===== config.mk =====
export PLATFORM = sky130hd
export DESIGN_NAME = xdma_read_meta_manager
export DESIGN_NICKNAME = d
export VERILOG_FILES = /design/src/rtl/xdma_read_meta_manager.sv
export SDC_FILE = /design/constraint.sdc
export NUM_CORES = 1
export LEC_CHECK = 0
export ABC_AREA = 1
export BUFFER_PORTS_ARGS = -buffer_cell sky130_fd_sc_hd__buf_2
export CORE_MARGIN = 5
export CORE_UTILIZATION = 38
export DETAILED_ROUTE_END_ITERATION = 10
export PLACE_DENSITY = 0.53
export REMOVE_ABC_BUFFERS = 1
export SYNTH_ARGS = -nofsm -noshare
export SYNTH_HDL_FRONTEND = slang
export SYNTH_SLANG_ARGS = --single-unit

===== constraint.sdc =====
create_clock -name clk_i -period 4.5 [get_ports clk_i]
set_clock_uncertainty 0.1 [all_clocks]
set_input_delay 0.45 -clock clk_i [delete_from_list [all_inputs] [get_ports clk_i]]
set_output_delay 0.45 -clock clk_i [all_outputs]
set_load 0.02 [all_outputs]

===== src/rtl/xdma_read_meta_manager.sv =====
// Read-side metadata tracker for xDMA: queues (DMA ID, beat length) per issued AXI read
// and counts R beats against the head entry to signal per-request completion.
module xdma_read_meta_manager #(
    parameter int unsigned IdWidth        = 8,
    parameter int unsigned LenWidth       = 16,
    parameter int unsigned NumOutstanding = 4,
    parameter int unsigned CntWidth       = $clog2(NumOutstanding + 1)
) (
    input  logic                clk_i,
    input  logic                rst_ni,
    input  logic                read_req_valid_i,
    output logic                read_req_ready_o,
    input  logic [IdWidth-1:0]  read_req_dma_id_i,
    input  logic [LenWidth-1:0] read_req_dma_length_i,
    input  logic                read_happening_i,
    input  logic                read_last_i,
    output logic                read_req_done_o,
    output logic [IdWidth-1:0]  done_dma_id_o,
    output logic [IdWidth-1:0]  cur_dma_id_o,
    output logic                read_len_error_o,
    output logic [CntWidth-1:0] outstanding_o
);

    localparam int unsigned PtrWidth = $clog2(NumOutstanding);

    logic [IdWidth-1:0]  id_mem  [NumOutstanding];
    logic [LenWidth-1:0] len_mem [NumOutstanding];

    logic [PtrWidth-1:0] wr_ptr_q, wr_ptr_d;
    logic [PtrWidth-1:0] rd_ptr_q, rd_ptr_d;
    logic [CntWidth-1:0] count_q, count_d;
    logic [LenWidth-1:0] beat_cnt_q, beat_cnt_d;

    logic                empty, full, push, pop;
    logic [IdWidth-1:0]  head_id;
    logic [LenWidth-1:0] head_len, last_idx;
    logic                final_beat;

    assign empty = (count_q == '0);
    // Ready depends only on registered occupancy, so a full FIFO refuses a push even when popping.
    assign full  = (count_q == CntWidth'(NumOutstanding));
    assign push  = read_req_valid_i && !full;

    assign head_id  = id_mem[rd_ptr_q];
    assign head_len = len_mem[rd_ptr_q];
    // A stored length of zero is a single-beat request; last beat index is then 0.
    assign last_idx = (head_len == '0) ? '0 : head_len - LenWidth'(1);

    assign final_beat = read_happening_i && !empty && (beat_cnt_q == last_idx);
    assign pop        = final_beat;

    always_comb begin
        read_req_ready_o = !full;
        read_req_done_o  = final_beat;
        done_dma_id_o    = final_beat ? head_id : '0;
        cur_dma_id_o     = empty ? '0 : head_id;
        outstanding_o    = count_q;
        read_len_error_o = read_happening_i && (empty || (read_last_i != final_beat));
    end

    always_comb begin
        wr_ptr_d   = wr_ptr_q;
        rd_ptr_d   = rd_ptr_q;
        count_d    = count_q;
        beat_cnt_d = beat_cnt_q;

        if (push) begin
            wr_ptr_d = wr_ptr_q + PtrWidth'(1);
        end
        if (pop) begin
            rd_ptr_d = rd_ptr_q + PtrWidth'(1);
        end

        if (push && !pop) begin
            count_d = count_q + CntWidth'(1);
        end else if (pop && !push) begin
            count_d = count_q - CntWidth'(1);
        end

        // Beats arriving with nothing queued are flagged and otherwise ignored.
        if (pop) begin
            beat_cnt_d = '0;
        end else if (read_happening_i && !empty) begin
            beat_cnt_d = beat_cnt_q + LenWidth'(1);
        end
    end

    always_ff @(posedge clk_i or negedge rst_ni) begin
        if (!rst_ni) begin
            wr_ptr_q   <= '0;
            rd_ptr_q   <= '0;
            count_q    <= '0;
            beat_cnt_q <= '0;
        end else begin
            wr_ptr_q   <= wr_ptr_d;
            rd_ptr_q   <= rd_ptr_d;
            count_q    <= count_d;
            beat_cnt_q <= beat_cnt_d;
        end
    end

    // Payload storage needs no reset: entries are only read while counted as occupied.
    always_ff @(posedge clk_i) begin
        if (push) begin
            id_mem[wr_ptr_q]  <= read_req_dma_id_i;
            len_mem[wr_ptr_q] <= read_req_dma_length_i;
        end
    end

endmodule

==> reports/summary.txt, run 1 <==
Layout Utilization: 0.456
Synth-to-layout area growth: 17.4%
Die Area: 18200 µm²
Drc violations: 0
Die width: 135 µm
Number of global-route vias before repair: 4389
Slew @ Worst Pin: 0.821 ns
Crit path max fanout: 48
Startpoint Class: flip-flop
Critical path's largest stage delay: 0.42 ns
Nets: 738
Max cap viols: 0
Largest family of logic cells by synthesized area: simple AND/OR/NAND/NOR gates
Vias post-DR: 4440
Reg2reg end: outstanding_o[1]$_DFFE_PN0P_
Mapped Cells: 641
First-pass GRT wire length: 22.8 mm
Worst Setup Path Type: flip-flop to output pin
Clock latency on the worst-skew pair: 0.42 ns
Worst Hold End: len_mem[0][6]$_DFFE_PP_
Total power: 3.63 mW
Hold Crit Depth: 1
Prevailing post-synth register cell: edfxtp_1
Initial core utilization: 0.389
Final cycle utilization of the critical path: 0.909
Final setup fails: 0
R2R cell count: 22
Site Rows: 45
Clk root buf: clkbuf_16
GPL Wtd Cong: 0.863
Largest net degree at the start of global routing: 49
XOR/XNOR Fraction of Synth Area: 0.0148
Fin crit period: 4.09 ns
Ranking of synthesized cells by area: edfxtp_1 49%, nand2_1 13%, dfrtp_1 9.7%
Mux cell area share after synthesis: 0.00190
Worst path cell trace: buf_8 > nand2_1 > nand3_1 > nand2_2 > ha_1 > nand2_1 > nor2_4 > nand2_1 > inv_2 > nand2_8 > nand2_1 > nand2_1 > nand2_1 > nand2_1 > nor2_1 > nand3_1 > nor2_1 > nand3_1 > buf_4 > nor2_1 > buf_2
H-tree Lvls: 4
Wire length per cell: 15.3 µm
Yosys warns: 0
R2R Setup Slk: 0.67 ns
Seq cells post-synth: 119
TritonCTS Buffers: 17
Crit end category: output pin
Slowest-stage cell, CP: dfrtp_1
Fraction of layout cells with a size suffix above 1: 0.160
Initial antenna violation count: 0
Synth cell types: 36
CTS tree: yes
Grt ovf: 0
TritonCTS Sinks: 119
Worst VDD drop: 0.343 mV
Hold path start: read_req_dma_length_i[6]
CTS Buffer Depth: 2
Final hold vios: 0
IO Pins: 51
Slew margin rel.: 0.451
DP Wirelength: 9.77 mm
P_leak: 3.01 nW
Power per cell area: 521 nW/µm²
Slew Viols, Final: 0
Max Freq: 245 MHz
Die Span Y: 135 µm
Critical path origin: rd_ptr_q[0]$_DFFE_PN0N_
DRT Pass-1 Iters: 4
Post-synth EDFFs: 96
Mapped Area: 5930 µm²
Initial drt markers: 185
Register area share after synthesis: 0.583
Port-buffer cells: 50
Worst Hold Class: input port to flip-flop
Async SR Flop Fraction: 0.193
Detail Route Antenna Nets: 0
Share of the synthesized area in the top cell type: 0.486
Synth Area in Adders: 0.0181
Commonest cells after routing, fill and taps aside: 209 x nand2_1, 96 x edfxtp_1, 66 x nand3_1, 65 x nor2_1, 53 x inv_1
Core area: 15300 µm²
Most common cell after layout, fill and taps aside: nand2_1
Synth Area in Compound Gates: 0.0376
Post-synthesis simple-gate area fraction: 0.284
Synth area leader: edfxtp_1
Clk slew on worst S/H paths: 0.05 ns
Syn avg cell area: 9.25 µm²
RSZ-0062 raised after global routing: false
Setup TNS Final: 0 ns
Req. time, crit path: 3.95 ns
Critical Path AT: 3.54 ns
Top cell by count, worst path: nand2_1
Crit Reg-Reg Startpoint: rd_ptr_q[0]$_DFFE_PN0N_
Total GRT Usage: 0.165
WL final: 14.1 mm
Diodes inserted: 0
Status: complete, no violations
Via density: 4.81
==> how the worst max path moves through the flow <==
stage | endpoint | slack, ns | cells past startpoint
2_1_floorplan | outstanding_o[1]$_DFFE_PN0P_ | -0.11 | 22
3_3_place_gp | outstanding_o[1]$_DFFE_PN0P_ | 0.61 | 21
3_5_place_dp | outstanding_o[1]$_DFFE_PN0P_ | 0.52 | 21
4_1_cts | done_dma_id_o[7] | 0.23 | 20
5_1_grt | done_dma_id_o[7] | 0.04 | 21
6_report | done_dma_id_o[6] | 0.41 | 21
==> cell usage after synthesis (5+ instances only) <==
cell type  count
nand2_1      209
nand3_1       66
a21oi_1       12
dfrtp_1       23
nor3_1        10
o21ai_0       10
edfxtp_1      96
nor2_1        69
a32o_1         8
nand4_1       16
nand2_2        5
buf_2          6
ha_1           7
buf_6          6
inv_1         53
xor2_1         8
==> what timing repair did <==
| item | CTS | global route |
|---|---|---|
| endpoints found under the hold margin | 23 | 0 |
| resized for setup | 0 | 7 |
| setup endpoints to repair | 0 | 9 |
| setup buffers | 0 | 0 |
| hold buffers | 1 | 0 |
==> metrics by stage <==
step	hold WS, ns	worst slack, ns	std cells	cell area, µm²
after floorplan	0.0544	-0.108	622	5790
after global placement	0.377	0.609	892	6400
after detailed placement	0.382	0.516	892	6400
after CTS	0.128	0.228	924	6940
after global routing	0.132	0.0402	924	6960
final	0.150	0.411	924	6960
==> metal layers <==
metal | GRT usage | part of all wire
met4 | 0.0701 | 0.027
met3 | 0.0417 | 0.032
met1 | 0.206 | 0.46
met5 | 0 | 0
met2 | 0.272 | 0.48
==> kinds of logic after synthesis <==
group	count (synthesis)
XOR/XNOR	10
multiplexers	1
AO/OA/AOI/OAI	35
buffers and inverters	78
AND/OR/NAND/NOR	390
adder cells (fa/ha/maj)	8
flip-flops	119
==> power by group <==
| part | total (mW) | leakage (nW) | switching, mW | internal (mW) |
|---|---|---|---|---|
| clock network | 1.24 | 0.258 | 0.487 | 0.750 |
| registers | 1.55 | 1.14 | 0.108 | 1.45 |
| logic | 0.834 | 1.61 | 0.568 | 0.267 |
==> cell type report <==
type,count,area [µm²]
clock inverters,13,106
inverters,59,230
fillers,1467,8300
well taps,211,264
flip-flops and latches,119,3460
multi-input cells,444,2140
repair buffers,60,335
clock buffers,18,429
==> state kept, by name (all words and copies together), names as in the netlist <==
signal / count
wr_ptr_q: 2
beat_cnt_q: 16
rd_ptr_q: 2
id_mem: 32
len_mem: 64
outstanding_o: 3
==> worst max-delay path: cells and delay by family, from the launching register on <==
family | cells | cell delay, ns
fa+ha+maj | 1 | 0.22
simple gates | 16 | 1.72
flops | 1 | 0.42
buf+inv | 4 | 0.75
No activity file was read; power rests on OpenSTA's default activity.
==> run 2: changes to the inputs <==
--- a/constraint.sdc
+++ b/constraint.sdc
@@ -3,3 +3,3 @@
 set_input_delay 0.45 -clock clk_i [delete_from_list [all_inputs] [get_ports clk_i]]
 set_output_delay 0.45 -clock clk_i [all_outputs]
-set_load 0.02 [all_outputs]
+set_load 0.05 [all_outputs]
==> run 2 against run 1 <==
Largest cell class unchanged. First-iteration DRC count rose by 51%. Largest power group unchanged. Sequential share of layout area fell by 0.45 points. Final area rose by 0.92%. Via count rose by 1.1%. Critical path depth fell by 1. Critical path type unchanged. Highest routed layer unchanged. Clock power rose by 9.7%.
==> reports/summary.txt, run 2 (same netlist as run 1, synthesis figures left out) <==
Drc violations: 0 (unchanged)
Slew Viols, Final: 0 (unchanged)
P_leak: 3.03 nW (+0.88%)
Site Rows: 45 (unchanged)
Total GRT Usage: 0.169 (+0.00424)
Wire length per cell: 15.5 µm (+1.1%)
Power per cell area: 547 nW/µm² (+5.0%)
Final hold vios: 0 (unchanged)
Crit end category: output pin
Clock latency on the worst-skew pair: 0.42 ns (about the same)
Critical path's largest stage delay: 0.45 ns (+0.03 ns)
Hold Crit Depth: 1 (unchanged)
DRT Pass-1 Iters: 5 (+1)
Commonest cells after routing, fill and taps aside: 209 x nand2_1, 96 x edfxtp_1, 66 x nand3_1, 65 x nor2_1, 53 x inv_1
R2R cell count: 21 (-4.5%)
Critical Path AT: 3.54 ns (about the same)
Clk root buf: clkbuf_16
Die Span Y: 135 µm (unchanged)
Fraction of layout cells with a size suffix above 1: 0.161 (+0.000951)
Top cell by count, worst path: nand2_1
Port-buffer cells: 50 (unchanged)
CP delay by family, top: simple AND/OR/NAND/NOR gates
Number of global-route vias before repair: 4529 (+3.2%)
Slew margin rel.: 0.445 (-0.00689)
Worst Hold Class: input port to flip-flop
Largest net degree at the start of global routing: 34 (-31%)
Met2 usage: 0.287 (+0.0147)
H-tree Lvls: 4 (unchanged)
Worst path cell trace: inv_8 > nand3_1 > nand2_2 > ha_1 > nand2_1 > nor2_4 > nand2_1 > inv_2 > nand2_8 > nand2_1 > nand2_1 > nand2_1 > nand2_1 > nor2_1 > nand3_1 > nor2_1 > nand3_1 > buf_4 > inv_2 > buf_2
Initial antenna violation count: 0 (unchanged)
Most common cell after layout, fill and taps aside: nand2_1
Max Freq: 244 MHz (about the same)
Max reg flops: 64 (unchanged)
Biggest register: len_mem
Die width: 135 µm (unchanged)
First-pass GRT wire length: 23.5 mm (+2.8%)
GRT met3 Usage: 0.0451 (+0.00335)
Req. time, crit path: 3.95 ns (about the same)
Buf/Inv on CP: 5 (+1)
RSZ-0062 raised after global routing: false
Critical path depth: 20 (-4.8%)
Clk slew on worst S/H paths: 0.05 ns (about the same)
Slowest-stage cell, CP: dfrtp_1
DP Wirelength: 9.82 mm (+0.51%)
FILL cells: 1454 (-0.89%)
Final setup fails: 0 (unchanged)
Synth-to-layout area growth: 18.5%
Startpoint Class: flip-flop
Post-placement cell count: 893 (+0.11%)
GPL Wtd Cong: 0.871 (+1.0%)
Finished Layout Cells: 926 (+0.22%)
Core area: 15300 µm² (unchanged)
Die Area: 18200 µm² (unchanged)
Vias post-DR: 4491 (+1.1%)
Initial core utilization: 0.389 (unchanged)
Worst Setup Path Type: flip-flop to output pin
CTS Buffer Depth: 2 (unchanged)
Detail Route Antenna Nets: 0 (unchanged)
Slew @ Worst Pin: 0.831 ns (+0.0103 ns)
Via density: 4.85 (+0.93%)
TritonCTS Sinks: 119 (unchanged)
CTS tree: yes
Initial drt markers: 279 (+51%)
Fin crit period: 4.09 ns (+0.00208 ns)
Max cap viols: 0 (unchanged)
WL final: 14.3 mm (+1.3%)
Nets: 739 (+0.14%)
TritonCTS Buffers: 17 (unchanged)
Met1 usage: 0.209 (+0.00357)
Diodes inserted: 0 (unchanged)
Min Hold Slack: 0.147 ns (-0.00285 ns)
Grt ovf: 0 (unchanged)
Worst VDD drop: 0.331 mV (-3.6%)
Final cycle utilization of the critical path: 0.909 (about the same)
IO Pins: 51 (unchanged)
Crit path max fanout: 33 (-31%)
Status: complete, no violations
GRT busiest layer: met2
Top flop regs: len_mem x64, id_mem x32, beat_cnt_q x16
-- run 2: changes by cell type in the layout (fill, tap and decap cells not counted), sizes merged --
cell    previous run  this run
buf               59        60
bufinv             1         3
inv               61        60
-- run 2: path summary, 6_finish.rpt --
kind / startpoint / to / slack, ns
max in group asynchronous: rst_ni / rd_ptr_q[0]$_DFFE_PN0N_ / 3.47
worst max register to register: rd_ptr_q[1]$_DFFE_PN0N_ / outstanding_o[1]$_DFFE_PN0P_ / 0.78
min in group asynchronous: rst_ni / beat_cnt_q[6]$_DFFE_PN0P_ / 0.46
worst min-delay path: read_req_dma_id_i[0] / id_mem[3][0]$_DFFE_PP_ / 0.15
worst max-delay path: rd_ptr_q[1]$_DFFE_PN0N_ / read_req_done_o / 0.41
worst min register to register: outstanding_o[2]$_DFFE_PN0P_ / outstanding_o[2]$_DFFE_PN0P_ / 0.42
-- run 2: timing repair --
action                                 in CTS  in global routing
buffers inserted                            0                  0
endpoints found under the hold margin      23                  0
hold buffers                                1                  0
setup endpoints to repair                   0                  9
resized for setup                           0                  9
-- run 2: power breakdown --
part	switching, mW	internal [mW]
Clock	0.493	0.863
Sequential	0.107	1.45
Combinational	0.669	0.267
Total	1.27	2.58
-- run 2: cell type report --
type                       count  area (µm²)  share of cell area
sequential                   119        3460               0.492
multi-input combinational    444        2140               0.304
clock buffer                  18         429              0.0611
timing repair buffer          61         347              0.0493
tap                          211         264              0.0376
inverter                      59         233              0.0331
clock inverter                14         156              0.0223
-- run 2: metal layers --
metal / share of wire / vias up
met5: 0 / -
met4: 0.015 / 0
met3: 0.041 / 17
met2: 0.50 / 97
met1: 0.45 / 2113
li1: - / 2264
-- run 2: metrics by stage --
stage	instance area [µm²]	setup WS (ns)	power [mW]	setup TNS, ns	util
after floorplan	5790	-0.167	2.22	-1.45	-
after global placement	6400	0.725	2.50	0	0.420
after detailed placement	6400	0.658	2.52	0	0.420
after CTS	7000	0.245	3.89	0	0.459
after global routing	7030	0.0471	4.07	0	0.461
final	7030	0.409	3.84	0	0.461
==> run 3: changes to the inputs <==
--- a/config.mk
+++ b/config.mk
@@ -6,8 +6,9 @@
 export NUM_CORES = 1
 export LEC_CHECK = 0
-export ABC_AREA = 1
+export ABC_AREA = 0
 export BUFFER_PORTS_ARGS = -buffer_cell sky130_fd_sc_hd__buf_2
 export CORE_MARGIN = 5
 export CORE_UTILIZATION = 38
+export CTS_BUF_LIST = sky130_fd_sc_hd__clkbuf_8
 export DETAILED_ROUTE_END_ITERATION = 10
 export PLACE_DENSITY = 0.53
--- a/constraint.sdc
+++ b/constraint.sdc
@@ -3,3 +3,3 @@
 set_input_delay 0.45 -clock clk_i [delete_from_list [all_inputs] [get_ports clk_i]]
 set_output_delay 0.45 -clock clk_i [all_outputs]
-set_load 0.05 [all_outputs]
+set_load 0.01 [all_outputs]
==> run 3 against run 2 <==
The flow now finishes with violations (negative setup slack). Worst setup slack worse by 0.70 ns. Global-route usage rose by 0.17 points. Register-to-register slack lost 0.94 ns. Synthesized cell count down 31%. Via count decreased by 7.1%. Combinational power fell by 0.6%. Final area grew 8.5%. Clock power fell by 26%. Sequential power about the same. Hold slack got worse by 0.021 ns. Non-clock buffer count rose by 72. Highest routed layer unchanged.
==> reports/summary.txt, run 3 <==
Mapped Cells: 441 (-31%)
Final cycle utilization of the critical path: 1.06 (+0.155)
Initial antenna violation count: 0 (unchanged)
Final setup fails: 12 (+12)
Req. time, crit path: 3.95 ns (about the same)
Slew Viols, Final: 0 (unchanged)
Initial drt markers: 242 (-13%)
Buf/Inv on CP: 3 (-2)
Fraction of layout cells with a size suffix above 1: 0.389 (+0.228)
DRT Pass-1 Iters: 4 (-1)
Synth cell types: 70 (+94%)
Startpoint Class: flip-flop
Biggest register: len_mem
Final worst slack: -0.288 ns (-0.697 ns)
Synth cell count leaders: 96 x edfxtp_1, 25 x nor2_1, 24 x mux4_2
Prevailing post-synth register cell: edfxtp_1
Core area: 15300 µm² (unchanged)
Critical path depth: 12 (-40%)
Top cell by count, worst path: or4_4
CTS Buffer Depth: 2 (unchanged)
Die Span Y: 135 µm (about the same)
P_leak: 2.83 nW (-6.7%)
Crit end category: output pin
Diodes inserted: 0 (unchanged)
Syn avg cell area: 13.5 µm² (+46%)
Clk slew on worst S/H paths: 0.08 ns (+0.03 ns)
Worst VDD drop: 0.308 mV (-6.9%)
Register area share after synthesis: 0.582 (-0.00111)
Worst Hold Class: input port to flip-flop
Worst path cell trace: buf_12 > mux4_2 > or4_4 > or3_4 > or3_1 > a21oi_2 > o22ai_1 > or4_4 > nor3_4 > buf_8 > and2_4 > buf_2
TritonCTS Sinks: 119 (unchanged)
Max reg flops: 64 (unchanged)
IO Pins: 51 (unchanged)
CP delay by family, top: simple AND/OR/NAND/NOR gates
Slew @ Worst Pin: 0.559 ns (-0.272 ns)
Max cap viols: 0 (unchanged)
Slowest-stage cell, CP: or4_4
Die width: 135 µm (about the same)
Share of the synthesized area in the top cell type: 0.485 (-0.000922)
Detail Route Antenna Nets: 0 (unchanged)
Post-synth EDFFs: 96 (unchanged)
DP Wirelength: 10.4 mm (+5.9%)
Clock latency on the worst-skew pair: 0.43 ns (about the same)
Fin area: 7620 µm² (+8.5%)
Post-placement cell count: 756 (-15%)
H-tree Lvls: 4 (unchanged)
Number of global-route vias before repair: 4375 (-3.4%)
Critical path origin: rd_ptr_q[0]$_DFFE_PN0N_
Power per cell area: 460 nW/µm² (-16%)
Site Rows: 45 (unchanged)
Total power: 3.51 mW (-8.7%)
Critical Path AT: 4.24 ns (+0.70 ns)
Placement Setup Slack: -0.271 ns (-0.929 ns)
Async SR Flop Fraction: 0.193 (unchanged)
Grt ovf: 0 (unchanged)
Failing checks: negative setup slack
Fin crit period: 4.79 ns (+0.697 ns)
Initial core utilization: 0.389 (+0.000738)
Nets: 610 (-17%)
Clk root buf: clkbuf_8
WL final: 14.8 mm (+3.1%)
Die Area: 18200 µm² (+0.18%)
Wire length per cell: 18.5 µm (+20%)
Finished Layout Cells: 797 (-14%)
Placed instance area: 6930 µm² (+8.3%)
GPL Wtd Cong: 0.945 (+8.5%)
Seq cells post-synth: 119 (unchanged)
Final hold vios: 0 (unchanged)
Reg2reg end: outstanding_o[1]$_DFFE_PN0P_
Commonest cells after routing, fill and taps aside: 96 x edfxtp_1, 74 x buf_4, 50 x buf_2, 24 x nor2_1, 24 x mux4_2
Status: finished with violations
Max Freq: 209 MHz (-15%)
First-pass GRT wire length: 23.6 mm (+0.65%)
CTS tree: yes
Slew margin rel.: 0.627 (+0.183)
R2R cell count: 15 (-29%)
Mapped Area: 5940 µm² (+0.19%)
Crit path max fanout: 10 (-70%)
Synth area leader: edfxtp_1
Port-buffer cells: 50 (unchanged)
Crit Reg-Reg Startpoint: rd_ptr_q[0]$_DFFE_PN0N_
Setup crit end: done_dma_id_o[2]
Synth-to-layout area growth: 28.3%
Worst Setup Path Type: flip-flop to output pin
TritonCTS Buffers: 17 (unchanged)
Top flop regs: len_mem x64, id_mem x32, beat_cnt_q x16
RSZ-0062 raised after global routing: true
R2R Setup Slk: -0.16 ns (-0.94 ns)
Drc violations: 0 (unchanged)
Critical path's largest stage delay: 0.57 ns (+0.12 ns)
Total GRT Usage: 0.171 (+0.00170)
Count leader, synth: edfxtp_1
Yosys warns: 0 (unchanged)
Via density: 5.23 (+7.9%)
Vias post-DR: 4172 (-7.1%)
Ranking of synthesized cells by area: edfxtp_1 49%, dfrtp_1 9.7%, mux4_2 9.1%
Largest net degree at the start of global routing: 25 (-26%)
Most common cell after layout, fill and taps aside: edfxtp_1
-- run 3: cell count changes after synthesis, moves of 9 or more --
| cell | delta |
|---|---|
| nand2_1 | -186 |
| nand3_1 | -50 |
| inv_1 | -38 |
| xnor2_1 | +15 |
| nor2_1 | -44 |
| nand4_1 | -9 |
| mux4_2 | +24 |
| and2_1 | +20 |
| or3_1 | +10 |
-- run 3: worst reg2reg max path, stage by stage, from the launching register on --
cell,delay (ns)
dfrtp_2,0.41
buf_12,0.14
mux4_2,0.50
or4_4,0.57
or3_4,0.42
or3_1,0.44
a21oi_2,0.13
o22ai_1,0.09
or4_4,0.51
nor3_4,0.18
buf_4,0.17
inv_4,0.04
ha_4,0.15
inv_2,0.05
fa_1,0.38
mux2_4,0.27
-- run 3: where the power goes --
| group | leakage (nW) | switching [mW] | total, mW | internal, mW |
|---|---|---|---|---|
| sequential | 1.17 | 0.135 | 1.57 | 1.43 |
| clock | 0.202 | 0.464 | 1.01 | 0.549 |
| combinational | 1.46 | 0.512 | 0.929 | 0.417 |
| total | 2.83 | 1.11 | 3.51 | 2.40 |
-- run 3: metal layers --
metal  routed length, µm  up-vias  track usage
met2                7330       97        0.273
met4                 232        0       0.0655
li1                    -     1968            -
met5                   0        -            0
met1                6620     2090        0.228
met3                 587       17       0.0395
-- run 3: what timing repair did --
action	in CTS	in global routing
gates resized for setup	12	28
buffers inserted	4	3
endpoints found under the hold margin	23	0
setup endpoints to repair	12	13
hold buffers	1	0
pin swaps	5	4
cloned	1	1
-- run 3: cell type report --
type,count,area (µm²)
fillers,1350,7640
flip-flops and latches,119,3460
multi-input cells,286,2450
clock inverters,15,174
inverters,16,62.6
well taps,211,264
repair buffers,133,975
clock buffers,17,234
-- run 3: cells by family after synthesis --
| family | after synthesis | synth area share |
|---|---|---|
| DFF | 119 | 0.582 |
| AOI/OAI and AO/OA | 65 | 0.0767 |
| buffers and inverters | 36 | 0.0276 |
| adders and majority gates | 8 | 0.0181 |
| muxes | 28 | 0.0979 |
| xor gates and xnor gates | 27 | 0.0421 |
| and+or+nand+nor | 158 | 0.155 |
-- run 3: worst min path at each step --
| stage | slack [ns] | cells past startpoint | end | startpoint |
|---|---|---|---|---|
| global placement | 0.36 | 1 | wr_ptr_q[1]$_DFFE_PN0P_ | rst_ni |
| finish | 0.13 | 1 | id_mem[3][5]$_DFFE_PP_ | read_req_dma_id_i[5] |
| CTS | 0.08 | 1 | id_mem[3][5]$_DFFE_PP_ | read_req_dma_id_i[5] |
| global route | 0.08 | 1 | id_mem[3][5]$_DFFE_PP_ | read_req_dma_id_i[5] |
| detailed placement | 0.38 | 1 | outstanding_o[2]$_DFFE_PN0P_ | rst_ni |
| floorplan | 0.05 | 0 | beat_cnt_q[0]$_DFFE_PN0P_ | rst_ni |
-- run 3: stage by stage --
stage / setup TNS [ns] / hold slack [ns] / utilization
2_1_floorplan: -17.21 / 0.0544 / -
3_3_place_gp: -1.55 / 0.361 / 0.454
3_5_place_dp: -1.94 / 0.378 / 0.454
4_1_cts: -4.03 / 0.0806 / 0.489
5_1_grt: -5.76 / 0.0782 / 0.499
6_report: -2.87 / 0.126 / 0.499
